**config.mk**
```make
export PLATFORM = sky130hd
export DESIGN_NAME = pc_fetch_sequencer
export DESIGN_NICKNAME = d
export VERILOG_FILES = /design/src/rtl/pc_seq_pkg.sv /design/src/rtl/pc_seq_ras.sv /design/src/rtl/pc_fetch_sequencer.sv
export SDC_FILE = /design/constraint.sdc
export NUM_CORES = 1
export LEC_CHECK = 0
export ABC_AREA = 1
export CAP_MARGIN = 10
export CORE_AREA = 2 2 50 52
export DETAILED_ROUTE_END_ITERATION = 7
export DIE_AREA = 0 0 52 54
export DONT_BUFFER_PORTS = 1
export PLACE_DENSITY = 0.67
export SLEW_MARGIN = 20
export SYNTH_ARGS = -nofsm -noshare
export SYNTH_HDL_FRONTEND = slang
export SYNTH_HIERARCHICAL = 1
export SYNTH_SLANG_ARGS = --single-unit
```
**constraint.sdc**
```tcl
create_clock -name clk -period 1.9 [get_ports clk]
set_clock_uncertainty 0.15 [all_clocks]
set_input_delay 0.285 -clock clk [delete_from_list [all_inputs] [get_ports clk]]
set_output_delay 0.285 -clock clk [all_outputs]
set_load 0.02 [all_outputs]
```
**src/rtl/pc_seq_pkg.sv**
```systemverilog
// Shared types and constants for the fetch sequencer and its return-address stack.
// Latency: n/a (package only).
// Backpressure: n/a (package only).
package pc_seq_pkg;

    // FSM encoding is visible on the state output, so the values are fixed.
    typedef enum logic [2:0] {
        IDLE  = 3'd0,
        FETCH = 3'd1,
        ISSUE = 3'd2,
        HALT  = 3'd3
    } state_e;

    // Return-address stack depth; must stay a power of two so the pointer wraps naturally.
    localparam int RAS_DEPTH = 4;

    localparam int DEF_PC_W      = 8;
    localparam int DEF_STEP      = 4;
    localparam int DEF_BOOT_ADDR = 0;

endpackage

```
**src/rtl/pc_seq_ras.sv**
```systemverilog
// Circular return-address stack: push overwrites the oldest entry when full, pop on empty yields BOOT_ADDR.
// Latency: pop_dat_o is the current top (combinational from registers); push/pop take effect next edge.
// Backpressure: none; over/underflow is absorbed and recorded in the sticky err_o flag.
module pc_seq_ras
    import pc_seq_pkg::*;
#(
    parameter int              PC_W      = DEF_PC_W,
    parameter logic [PC_W-1:0] BOOT_ADDR = PC_W'(DEF_BOOT_ADDR)
) (
    input  logic            clk,
    input  logic            rst_n,
    input  logic            push_i,
    input  logic            pop_i,
    input  logic [PC_W-1:0] push_dat_i,
    output logic [PC_W-1:0] pop_dat_o,
    output logic            err_o
);

    localparam int PTR_W = $clog2(RAS_DEPTH);

    logic [PC_W-1:0]  mem_q [RAS_DEPTH];
    logic [PTR_W-1:0] wr_ptr_q;   // next slot to write; top of stack sits just below it
    logic [PTR_W:0]   cnt_q;      // live entries, saturates at RAS_DEPTH
    logic             err_q;
    logic             full;
    logic             empty;
    logic [PTR_W-1:0] top_ptr;

    assign full      = (cnt_q == (PTR_W+1)'(RAS_DEPTH));
    assign empty     = (cnt_q == '0);
    assign top_ptr   = wr_ptr_q - 1'b1;
    assign pop_dat_o = empty ? BOOT_ADDR : mem_q[top_ptr];
    assign err_o     = err_q;

    // Stack storage and pointers; a push when full lands on the oldest slot because the pointer wraps.
    always_ff @(posedge clk or negedge rst_n) begin
        if (!rst_n) begin
            wr_ptr_q <= '0;
            cnt_q    <= '0;
            err_q    <= 1'b0;
            for (int i = 0; i < RAS_DEPTH; i++) begin
                mem_q[i] <= '0;
            end
        end else if (push_i) begin
            mem_q[wr_ptr_q] <= push_dat_i;
            wr_ptr_q        <= wr_ptr_q + 1'b1;
            if (full) begin
                err_q <= 1'b1;
            end else begin
                cnt_q <= cnt_q + 1'b1;
            end
        end else if (pop_i) begin
            if (empty) begin
                err_q <= 1'b1;
            end else begin
                wr_ptr_q <= wr_ptr_q - 1'b1;
                cnt_q    <= cnt_q - 1'b1;
            end
        end
    end

endmodule

```
**src/rtl/pc_fetch_sequencer.sv**
```systemverilog
// Owns the PC: fetches one byte per instruction over req/ack and hands it to decode over valid/ready; optional RAS under PC_SEQ_RAS_EN.
// Latency: start -> req next cycle; ack -> instr_valid next cycle; handshake -> new pc next cycle (peak 1 instr / 2 cycles).
// Backpressure: waits indefinitely for imem_ack and instr_ready; ena low freezes sequencing but never drops a pending req or valid.
module pc_fetch_sequencer
    import pc_seq_pkg::*;
#(
    parameter int              PC_W      = DEF_PC_W,
    parameter int              STEP      = DEF_STEP,
    parameter logic [PC_W-1:0] BOOT_ADDR = PC_W'(DEF_BOOT_ADDR)
) (
    input  logic            clk,
    input  logic            rst_n,
    input  logic            ena,
    input  logic            start,
    input  logic            halt_req,
    output logic            imem_req,
    output logic [PC_W-1:0] imem_addr,
    input  logic            imem_ack,
    input  logic [7:0]      imem_rdata,
    output logic            instr_valid,
    output logic [7:0]      instr,
    input  logic            instr_ready,
    input  logic            br_valid,
    input  logic [PC_W-1:0] br_target,
    input  logic            call_valid,
    input  logic            ret_valid,
    output logic [PC_W-1:0] pc,
    output logic [2:0]      state,
    output logic            ras_err
);

    state_e          state_q, state_d;
    logic [PC_W-1:0] pc_q, pc_d;
    logic [7:0]      instr_q, instr_d;
    logic            req_q;
    logic            valid_q;
    logic            issue_hs;
    logic [PC_W-1:0] pc_inc;

    // The handshake is the single point where the PC moves and the control inputs are looked at.
    assign issue_hs = (state_q == ISSUE) && valid_q && instr_ready;
    assign pc_inc   = pc_q + PC_W'(STEP);   // silent wrap at 2^PC_W

`ifdef PC_SEQ_RAS_EN
    logic            ras_push;
    logic            ras_pop;
    logic [PC_W-1:0] ras_top;

    assign ras_pop  = issue_hs && ret_valid;
    assign ras_push = issue_hs && call_valid && !ret_valid;

    pc_seq_ras #(
        .PC_W      (PC_W),
        .BOOT_ADDR (BOOT_ADDR)
    ) u_ras (
        .clk        (clk),
        .rst_n      (rst_n),
        .push_i     (ras_push),
        .pop_i      (ras_pop),
        .push_dat_i (pc_inc),
        .pop_dat_o  (ras_top),
        .err_o      (ras_err)
    );
`else
    logic unused_ras_ctl;
    assign unused_ras_ctl = call_valid ^ ret_valid;
    assign ras_err        = 1'b0;
`endif

    // Next PC at the issue handshake: ret > call > branch > increment.
    always_comb begin
        pc_d = pc_q;
        if (issue_hs) begin
            pc_d = br_valid ? br_target : pc_inc;
`ifdef PC_SEQ_RAS_EN
            if (ret_valid) begin
                pc_d = ras_top;
            end else if (call_valid) begin
                pc_d = br_target;
            end
`endif
        end
    end

    // Sequencing FSM: ena only gates leaving IDLE/HALT; an ack in flight is always taken.
    always_comb begin
        state_d = state_q;
        instr_d = instr_q;
        case (state_q)
            IDLE, HALT: begin
                if (start && ena) begin
                    state_d = FETCH;
                end
            end
            FETCH: begin
                if (req_q && imem_ack) begin
                    instr_d = imem_rdata;
                    state_d = ISSUE;
                end
            end
            ISSUE: begin
                if (issue_hs) begin
                    state_d = halt_req ? HALT : FETCH;
                end
            end
            default: state_d = IDLE;
        endcase
    end

    // State, PC and registered handshake outputs; req/valid are decoded from the next state so they align with it.
    always_ff @(posedge clk or negedge rst_n) begin
        if (!rst_n) begin
            state_q <= IDLE;
            pc_q    <= BOOT_ADDR;
            instr_q <= '0;
            req_q   <= 1'b0;
            valid_q <= 1'b0;
        end else begin
            state_q <= state_d;
            pc_q    <= pc_d;
            instr_q <= instr_d;
            req_q   <= (state_d == FETCH);
            valid_q <= (state_d == ISSUE);
        end
    end

    assign imem_req    = req_q;
    assign imem_addr   = pc_q;
    assign pc          = pc_q;
    assign instr       = instr_q;
    assign instr_valid = valid_q;
    assign state       = state_q;

endmodule

```
# Word level (Yosys, flattened, before mapping)
# Index checks and enable logic that the tools add are counted.
dict set report classes {
  add_sub_neg 1
  n_eq_ne 5
  mux 6
  n_reduce_logical 7
}
# cell n
set op_table {}
lappend op_table {{$eq A3 B2 Y1 const B} 3}
lappend op_table {{$mux W3} 3}
lappend op_table {{$pmux W3 S3} 1}
lappend op_table {{$add A8 B3 Y8 const B} 1}
lappend op_table {{$mux W8} 1}
lappend op_table {{$eq A3 B1 Y1 const B} 2}
lappend op_table {{$logic_and A1 B1 Y1} 4}
lappend op_table {{$logic_not A3 Y1} 1}
lappend op_table {{$mux W2} 1}
lappend op_table {{$reduce_and A2 Y1} 1}
lappend op_table {{$reduce_or A2 Y1} 1}
dict set report word_totals {
  reg_bits 21
  input_bits 26
  out_inout_bits 30
  elab_cells 24
}

# Longest topological paths before layout
dict set report depth {
  word_depth 6
  mapped_depth 7
  mapped_depth_nobuf 7
}

# Worst setup path before layout
# No wires, ideal clock.
dict set report synth_path {
  kind {reg2reg}
  from {register pc_q[2], in the netlist imem_addr[2]}
  to {register pc_q[4], in the netlist imem_addr[4]}
  setup_time_ps 122
  arrival_ps 1188
  required_time_ps 1628
  setup_slack_ps 440
  path_stages_with_launch 5
  n_path_buf 0
  period_less_slack_ps 1460
  path_cell_list {dfrtp_1 > ha_1 > or2_2 > a21oi_1 > o21ai_1}
}
dict set report synth_via {
  elab_chain_cells 2
}
# element line
set synth_lines {}
lappend synth_lines {{from (decl)} pc_fetch_sequencer.sv:33} ;# logic [PC_W-1:0] pc_q, pc_d;
lappend synth_lines {{from (signal assigned)} pc_fetch_sequencer.sv:120} ;# pc_q <= pc_d;
lappend synth_lines {{$add A8 B3 Y8} pc_fetch_sequencer.sv:42} ;# assign pc_inc = pc_q + PC_W'(STEP);
lappend synth_lines {{$mux W8} pc_fetch_sequencer.sv:74} ;# pc_d = br_valid ? br_target : pc_inc;
# No other way between the ends.
# A chain may end at the register's enable or synchronous reset.

# Final worst setup path
dict set report layout_path {
  from {register req_q, in the netlist imem_req}
  to {register valid_q, in the netlist instr_valid}
}
dict set report layout_via {
  elab_chain_cells 4
}
# element line
set layout_lines {}
lappend layout_lines {{from (decl)} pc_fetch_sequencer.sv:35} ;# logic req_q;
lappend layout_lines {{from (signal assigned)} pc_fetch_sequencer.sv:122} ;# req_q <= (state_d == FETCH);
lappend layout_lines {{$logic_and A1 B1 Y1} pc_fetch_sequencer.sv:96} ;# if (req_q && imem_ack) begin
lappend layout_lines {{$mux W3} pc_fetch_sequencer.sv:96}
lappend layout_lines {{$pmux W3 S3} pc_fetch_sequencer.sv:89} ;# case (state_q)
lappend layout_lines {{$eq A3 B2 Y1} pc_fetch_sequencer.sv:123} ;# valid_q <= (state_d == ISSUE);
lappend layout_lines {{to (signal assigned)} pc_fetch_sequencer.sv:123}
lappend layout_lines {{to (decl)} pc_fetch_sequencer.sv:36} ;# logic valid_q;
# No other way between the ends.

==> impl_summary.txt <==
----------------------------------------------------
[Status]
  Outcome ... completed

[Final layout]
  Total Nets Final ... 186
  Ant diodes ... 0
  Share of final-layout standard cells stronger than drive strength 1 ... 14.6%
  Combined area of the multi-input logic cells ... 519 um^2
  Footprint of the flip-flops and latches ... 526 um^2
  Synth-to-layout area growth ... 12.7%
  Post-Route Utilization ... a little under three fifths
  Number of inserted filler cells in the final layout ... 219

[GRT]
  Number of global-route vias before repair ... approximately 930
  Largest net degree at the start of global routing ... 22
  Initial antenna violation count ... 0
  Total global-route track usage ... 18.8%
  Residual overflow from global routing ... 0
  First-pass GRT wire length ... 3.91 mm

[Worst setup path]
  Required time worst endpoint ... 1.96 ns
  Capturing element type of the critical path ... flip-flop
  Type of the worst setup path ... reg -> reg
  Critical-path maximum fanout ... 10
  Data arrival time of the worst path ... 1.59 ns
  Worst Setup Start Kind ... flip-flop

[Floorplanning]
  Initial core utilization ... roughly half
  Width of the chip ... 52 um
  Height of the chip ... 54 um
  Io pins ... 56
  Core area ... 2320 um^2
  Total number of placement rows ... 18
  Die ar. ... about 2800 um^2

[Logic synthesis]
  Number of synthesis warnings ... 6
  Post-synthesis cell count ... 146
  Sequential element share of the synthesized area ... between 40 and 50%
  Number of storage elements in the synthesis netlist ... 21
  Mean cell area of the mapped netlist ... between 8 and 9 um^2
  Count of cell types in the netlist ... 21
  Post-synthesis instance area ... 1170 um^2

[CTS]
  Post-CTS Setup Bufs ... 0
  Clock tree root buffer cell ... sky130_fd_sc_hd__clkbuf_4
  Cts-stage hold buffer count ... 12
  Number of cells upsized or downsized after cts ... 0
  Clk slew on worst S/H paths ... 0.12 ns
  TritonCTS clock tree ... built
  TritonCTS sink count ... 21
  Maximum root-to-sink buffer count ... 2
  Number of levels in the clock H-tree ... 1
  Number of clock buffers inserted by TritonCTS ... 3
  Clock insertion delay at the later pin of the skew report ... around 0.30 ns

[Routing]
  Routed length per instance ... about 13 um
  Antenna-violating nets left ... 0
  Final WL ... around 2.4 mm
  DR iter-0 viols ... 11
  Residual DRC count ... 0
  Initial DRT Pass Iterations ... 4
  Vias/cell ... roughly 5.1
  Routed via count ... roughly 950

[Place]
  Dpl hpwl ... between 1.5 and 2 mm
  Count of input and output buffers ... 0
  Routability-driven placement congestion ratio ... 0.773

[Power and ir drop]
  Maximum ir drop on the vdd rail ... 0.670 mV
  Cell area power density ... 981 nW/um^2
  Reported leakage power ... just over 0.7 nW

[STA]
  Unrepaired setup endpoints after global routing ... false
  Clock period minus final worst setup slack ... 1.52 ns
  Max-slew violation count ... 0
  Number of endpoints with negative hold slack in the final report ... 0
  Sum of negative setup slack ... 0 ns
  Total of endpoints with negative setup slack in the final report ... 0
  Fmax ... 656 MHz
  Share of the clock period used by the worst path after layout ... 80.2%

[Flow run]
  Max-cap violation count ... 0

[Worst hold path]
  Type of the tightest min-delay check ... in -> reg

----------------------------------------------------
-- path summary, 6_finish.rpt --
| path | from | to | slack (ns) | depth (start not counted) |
|---|---|---|---|---|
| max in group asynchronous | rst_n | imem_addr[1] | 0.98 | 2 |
| worst min register to register | imem_addr[3] | imem_addr[3] | 0.43 | 2 |
| worst max register to register | imem_req | instr_valid | 0.38 | 6 |
| worst min-delay path | br_valid | imem_addr[4] | 0.02 | 2 |
| min in group asynchronous | rst_n | imem_addr[6] | 0.30 | 2 |
| worst max-delay path | imem_req | instr_valid | 0.38 | 6 |
-- critical path: stages, from the launching register on --
cell and delay [ns]:
sky130_fd_sc_hd__dfrtp_1 0.48, sky130_fd_sc_hd__nand2_1 0.12, sky130_fd_sc_hd__clkinv_1 0.25, sky130_fd_sc_hd__nand2_4 0.23, sky130_fd_sc_hd__nand2_1 0.07, sky130_fd_sc_hd__nor2_1 0.08
sky130_fd_sc_hd__nor2_1 0.05
-- synth_stat cells --
cell type	count	area, um^2
sky130_fd_sc_hd__nand2_1	47	176
sky130_fd_sc_hd__dfrtp_1	21	526
sky130_fd_sc_hd__nand3_1	18	90.1
sky130_fd_sc_hd__inv_1	11	41.3
sky130_fd_sc_hd__buf_4	10	75.1
sky130_fd_sc_hd__nor2_1	10	37.5
sky130_fd_sc_hd__o21ai_0	5	25.0
sky130_fd_sc_hd__inv_2	3	11.3
sky130_fd_sc_hd__nand2_4	3	33.8
sky130_fd_sc_hd__nand4_1	3	18.8
sky130_fd_sc_hd__or2_2	3	18.8
sky130_fd_sc_hd__nand3_4	2	35.0
sky130_fd_sc_hd__o21ai_1	2	10.0
sky130_fd_sc_hd__a21oi_1	1	5.00
sky130_fd_sc_hd__clkinv_1	1	3.75
sky130_fd_sc_hd__conb_1	1	3.75
sky130_fd_sc_hd__ha_1	1	12.5
sky130_fd_sc_hd__nand3_2	1	10.0
sky130_fd_sc_hd__nor2_4	1	11.3
sky130_fd_sc_hd__nor2_8	1	20.0
sky130_fd_sc_hd__o21bai_1	1	7.51
-- final cells by class --
cell class / instances / area share [%]
Inverter: 15 / 4.26
Tap cell: 30 / 2.84
Multi-Input combinational cell: 101 / 39.3
Sequential cell: 21 / 39.8
Clock buffer: 3 / 1.70
Clock inverter: 1 / 0.379
Timing Repair Buffer: 17 / 11.7
-- through the flow --
stage | cell area [um^2] | instances | worst slack (ns) | power (mW) | hold slack, ns
finish | 1320 | 188 | 0.376 | 1.30 | 0.0241
floorplan | 1180 | 147 | 0.440 | 1.01 | -0.161
global placement | 1170 | 171 | 0.405 | 1.04 | -0.160
CTS | 1320 | 187 | 0.370 | 1.31 | 0.0136
global route | 1320 | 188 | 0.268 | 1.40 | 0.0176
detailed placement | 1170 | 171 | 0.393 | 1.06 | -0.160
-- layout by cell type, fill, tap and decap left out --
cell                             n
sky130_fd_sc_hd__clkinv_2        1
sky130_fd_sc_hd__dfrtp_1        21
sky130_fd_sc_hd__clkinv_1        1
sky130_fd_sc_hd__or2_2           3
sky130_fd_sc_hd__a21oi_1         1
sky130_fd_sc_hd__nand2_1        47
sky130_fd_sc_hd__inv_2           3
sky130_fd_sc_hd__buf_2           1
sky130_fd_sc_hd__nor2_1         10
sky130_fd_sc_hd__dlygate4sd3_1  12
sky130_fd_sc_hd__buf_4           4
sky130_fd_sc_hd__conb_1          2
sky130_fd_sc_hd__nand4_1         3
sky130_fd_sc_hd__nand2_4         3
sky130_fd_sc_hd__nand3_2         1
sky130_fd_sc_hd__inv_1          11
sky130_fd_sc_hd__nand3_1        18
sky130_fd_sc_hd__o21ai_1         2
sky130_fd_sc_hd__clkbuf_4        3
sky130_fd_sc_hd__o21bai_1        1
sky130_fd_sc_hd__ha_1            1
sky130_fd_sc_hd__nand3_4         2
sky130_fd_sc_hd__o21ai_0         5
sky130_fd_sc_hd__nor2_4          1
sky130_fd_sc_hd__nor2_8          1
-- power breakdown --
part | internal [mW] | leakage, nW | total, mW | switching, mW
Clock | 0.0785 | 0.0177 | 0.217 | 0.138
Sequential | 0.547 | 0.270 | 0.768 | 0.221
Combinational | 0.115 | 0.436 | 0.312 | 0.197
-- flip-flops by register name, indices dropped and copies added (netlist names) --
name         flops
imem_req         1
state            3
imem_addr        8
instr            8
instr_valid      1
-- per-layer routing --
| metal | track usage, % | routed length [um] | vias to the layer above |
|---|---|---|---|
| met5 | 0 | 0 | - |
| met1 | 21.1 | 963 | 440 |
| met4 | 9.65 | 46 | 0 |
| met2 | 33.3 | 1190 | 33 |
| met3 | 4.44 | 164 | 6 |
| li1 | - | - | 473 |
-- logic make-up (layout without fill, tap and decap cells) --
family / after synthesis / after routing / synth area share [%]
adder cells (fa/ha/maj): 1 / 1 / 1.07
flip-flops: 21 / 21 / 44.8
AND/OR/NAND/NOR: 89 / 89 / 38.5
other: 1 / 2 / 0.320
buffers and inverters: 25 / 36 / 11.2
AO/OA/AOI/OAI: 9 / 9 / 4.06
(Power assumes the default switching activity.)
==> patch: new RTL, same settings <==
Change the package constant `DEF_PC_W` from 8 to 6.
--- a/src/rtl/pc_seq_pkg.sv
+++ b/src/rtl/pc_seq_pkg.sv
@@ -14,7 +14,7 @@
     // Return-address stack depth; must stay a power of two so the pointer wraps naturally.
     localparam int RAS_DEPTH = 4;
 
-    localparam int DEF_PC_W      = 8;
+    localparam int DEF_PC_W      = 6;
     localparam int DEF_STEP      = 4;
     localparam int DEF_BOOT_ADDR = 0;
 
Ports: changed (resized br_target, imem_addr and pc); port bits go from 56 to 50. No check against the original RTL was run, so the function may have changed too.
==> patch against the original RTL <==
Setup slack worse by 0.14 ns. Critical path depth down 1. Wire length down 16%. Hold slack better by 0.025 ns. Sequential cell count down 2. First-iteration DRC count down 27%. Die area unchanged. Final cell count down 8.5%. Cell area down 14%. Sequential power down 8.6%. Synthesized area down 15%. Total power down 9.2%.
==> patch: results (changes against the original RTL) <==
[metrics] result of the run: finished clean
[metrics] maximum number of pins on one net before global-route repair: 20 (-9.1%)
[metrics] clock input transition at the sequential cells of the worst setup and hold paths: 0.10 ns (-0.02 ns)
[metrics] Worst Path Arrival: 1.74 ns (+0.15 ns)
[metrics] first-pass detailed-route iteration total: 4 (unchanged)
[metrics] wire length of the first global-routing pass: 3210 um (-18%)
[metrics] fraction of registers with async set or reset after synthesis: 100% (unchanged)
[metrics] Distinct cells, synth: 19 (-9.5%)
[metrics] placed instance count: 156 (-8.8%)
[metrics] Hold Crit Depth: 4 (+2)
[metrics] flip-flop count of the largest register after layout: 8
[metrics] cell types occupying the most area after synthesis: dfrtp_1 (48%), nand2_1 (23%), buf_4 (5.3%)
[metrics] leakage power: 0.641 nW (-11%)
[metrics] source of the worst hold timing path: br_target[4]
[metrics] Critical Path Max Stage Delay: 0.48 ns (about the same)
[metrics] worst r2r path cells: 5 (-1)
[metrics] maximum VDD drop: 870 uV (+30%)
[metrics] CTS buffer count: 3 (unchanged)
[metrics] number of nets at the end of the flow: 168 (-9.7%)
[metrics] slowest stage cell, crit path: dfrtp_1
[metrics] Synth Area per Inst: 7.60 sq um (-5.3%)
[metrics] detailed placer's ending HPWL: 1400 um (-18%)
[metrics] slack of the worst reg-to-reg path: 0.24 ns (-0.14 ns)
[metrics] non-filler instance count after layout: 172 (-8.5%)
[metrics] count of routing violations after the opening detailed-route iteration: 8 (-3)
[metrics] r2r startpoint: state[2]
[metrics] final worst hold slack: 0.0486 ns (+0.0245 ns)
[metrics] final weighted congestion in routability-driven placement: 0.737 (-4.7%)
[metrics] kind of path behind the tightest hold check: primary input to flip-flop
[metrics] worst r2r dst: instr[3]
[metrics] total negative slack for setup checks: 0 ns (unchanged)
[metrics] n_diodes: 0 (unchanged)
[metrics] compound-cell area share of the yosys netlist: 0.503% (-3.6 points)
[metrics] Max clock buf depth: 2 (unchanged)
[metrics] clock latency on the worst-skew pair: 0.29 ns
[metrics] H-tree lvl count: 1 (unchanged)
[metrics] worst hold path endpoint: imem_addr[4]
[metrics] total via count in the routed design: 799 (-16%)
[metrics] Crit path max-delay family: buffers and inverters
[metrics] port buffer count: 0 (unchanged)
[metrics] CTS Root Cell: clkbuf_4
[metrics] via count of the first global-routing pass: 792 (-15%)
[metrics] layout cell share with drive strength beyond 1: 10.6% (-4.0 points)
[metrics] XOR/XNOR share of the synthesized area: 0.879% (+0.88 points)
[metrics] aggregate routed wire length: 2000 um (-16%)
[metrics] buffers inserted during post-CTS setup optimization: 0 (unchanged)
[metrics] most common library cells after synthesis: nand2_1 (60), dfrtp_1 (19), nor2_1 (10)
[metrics] number of antenna violations at the first check in global routing: 0 (unchanged)
[metrics] sequential share of the synthesized area: 47.7% (+2.9 points)
[metrics] crit-path max FO: 11 (+1)
[metrics] Overall Global Routing Usage: 15.9% (-2.9 points)
[metrics] Max transition margin: 43.9%
[metrics] multiplexer fraction of the synthesized cell area: 0% (unchanged)
[metrics] arithmetic-cell share of the synthesized area counting full adders, half adders and majority gates: 1.26% (+0.19 points)
[metrics] filler instances: 222 (+1.4%)
## patch: changes by cell type in the layout (fill, tap and decap cells not counted), sizes merged, moves of 2 or more
cell	delta
buf	-2
inv	-4
nand3	-10
or2	-3
o21ai	-6
nand2	+12
dfrtp	-2
## patch: cell type report
cell class	count	area (sq um)	area share [%]
Sequential cell	19	475	41.8
Clock buffer	4	26.3	2.31
Timing Repair Buffer	15	143	12.5
Multi-Input combinational cell	93	413	36.3
Tap cell	30	37.5	3.30
Inverter	11	42.5	3.74
## patch: per-layer routing
| layer | part of all wire, % | track usage (%) | up-vias |
|---|---|---|---|
| li1 | - | - | 412 |
| met1 | 43 | 17.7 | 358 |
| met2 | 50 | 28.7 | 27 |
| met3 | 6.1 | 3.61 | 2 |
| met4 | 0.60 | 7.89 | 0 |
| met5 | 0 | 0 | - |
## patch: through the flow
step | setup WS [ns] | instance area, sq um
after floorplan | 0.516 | 1000
after global placement | 0.324 | 991
after detailed placement | 0.261 | 991
after CTS | 0.245 | 1140
after global routing | 0.0587 | 1140
final | 0.240 | 1140
## patch: worst max path at each step
| stage | slack, ns | endpoint | from | cells after the start |
|---|---|---|---|---|
| 3_3_place_gp | 0.32 | instr[0] | state[2] | 5 |
| 4_1_cts | 0.24 | instr[3] | state[2] | 5 |
| 6_report | 0.24 | instr[3] | state[2] | 5 |
| 5_1_grt | 0.06 | instr[6] | state[2] | 5 |
| 3_5_place_dp | 0.26 | instr[3] | state[2] | 5 |
| 2_1_floorplan | 0.52 | imem_addr[0] | state[1] | 7 |
## patch: kinds of logic after synthesis
family | after synthesis
adder cells (fa/ha/maj) | 1
other | 1
AND/OR/NAND/NOR | 88
flip-flops | 19
buffers and inverters | 20
XOR/XNOR | 1
AO/OA/AOI/OAI | 1
## patch: what timing repair did
| action | 4_1_cts | 5_1_grt |
|---|---|---|
| gates resized for setup | 0 | 0 |
| hold buffers | 12 | 0 |
| endpoints found under the hold margin | 29 | 0 |
## patch: where the power goes
group          total, mW  internal [mW]  switching (mW)
clock network      0.197         0.0815           0.116
registers          0.702          0.505           0.197
logic              0.277          0.106           0.171
## patch: worst register-to-register path, cell delays in order (launching register included)
cell     delay [ns]
dfrtp_1        0.48
inv_1          0.28
nand3_2        0.27
inv_1          0.27
nand2_1        0.09
nand2_1        0.07
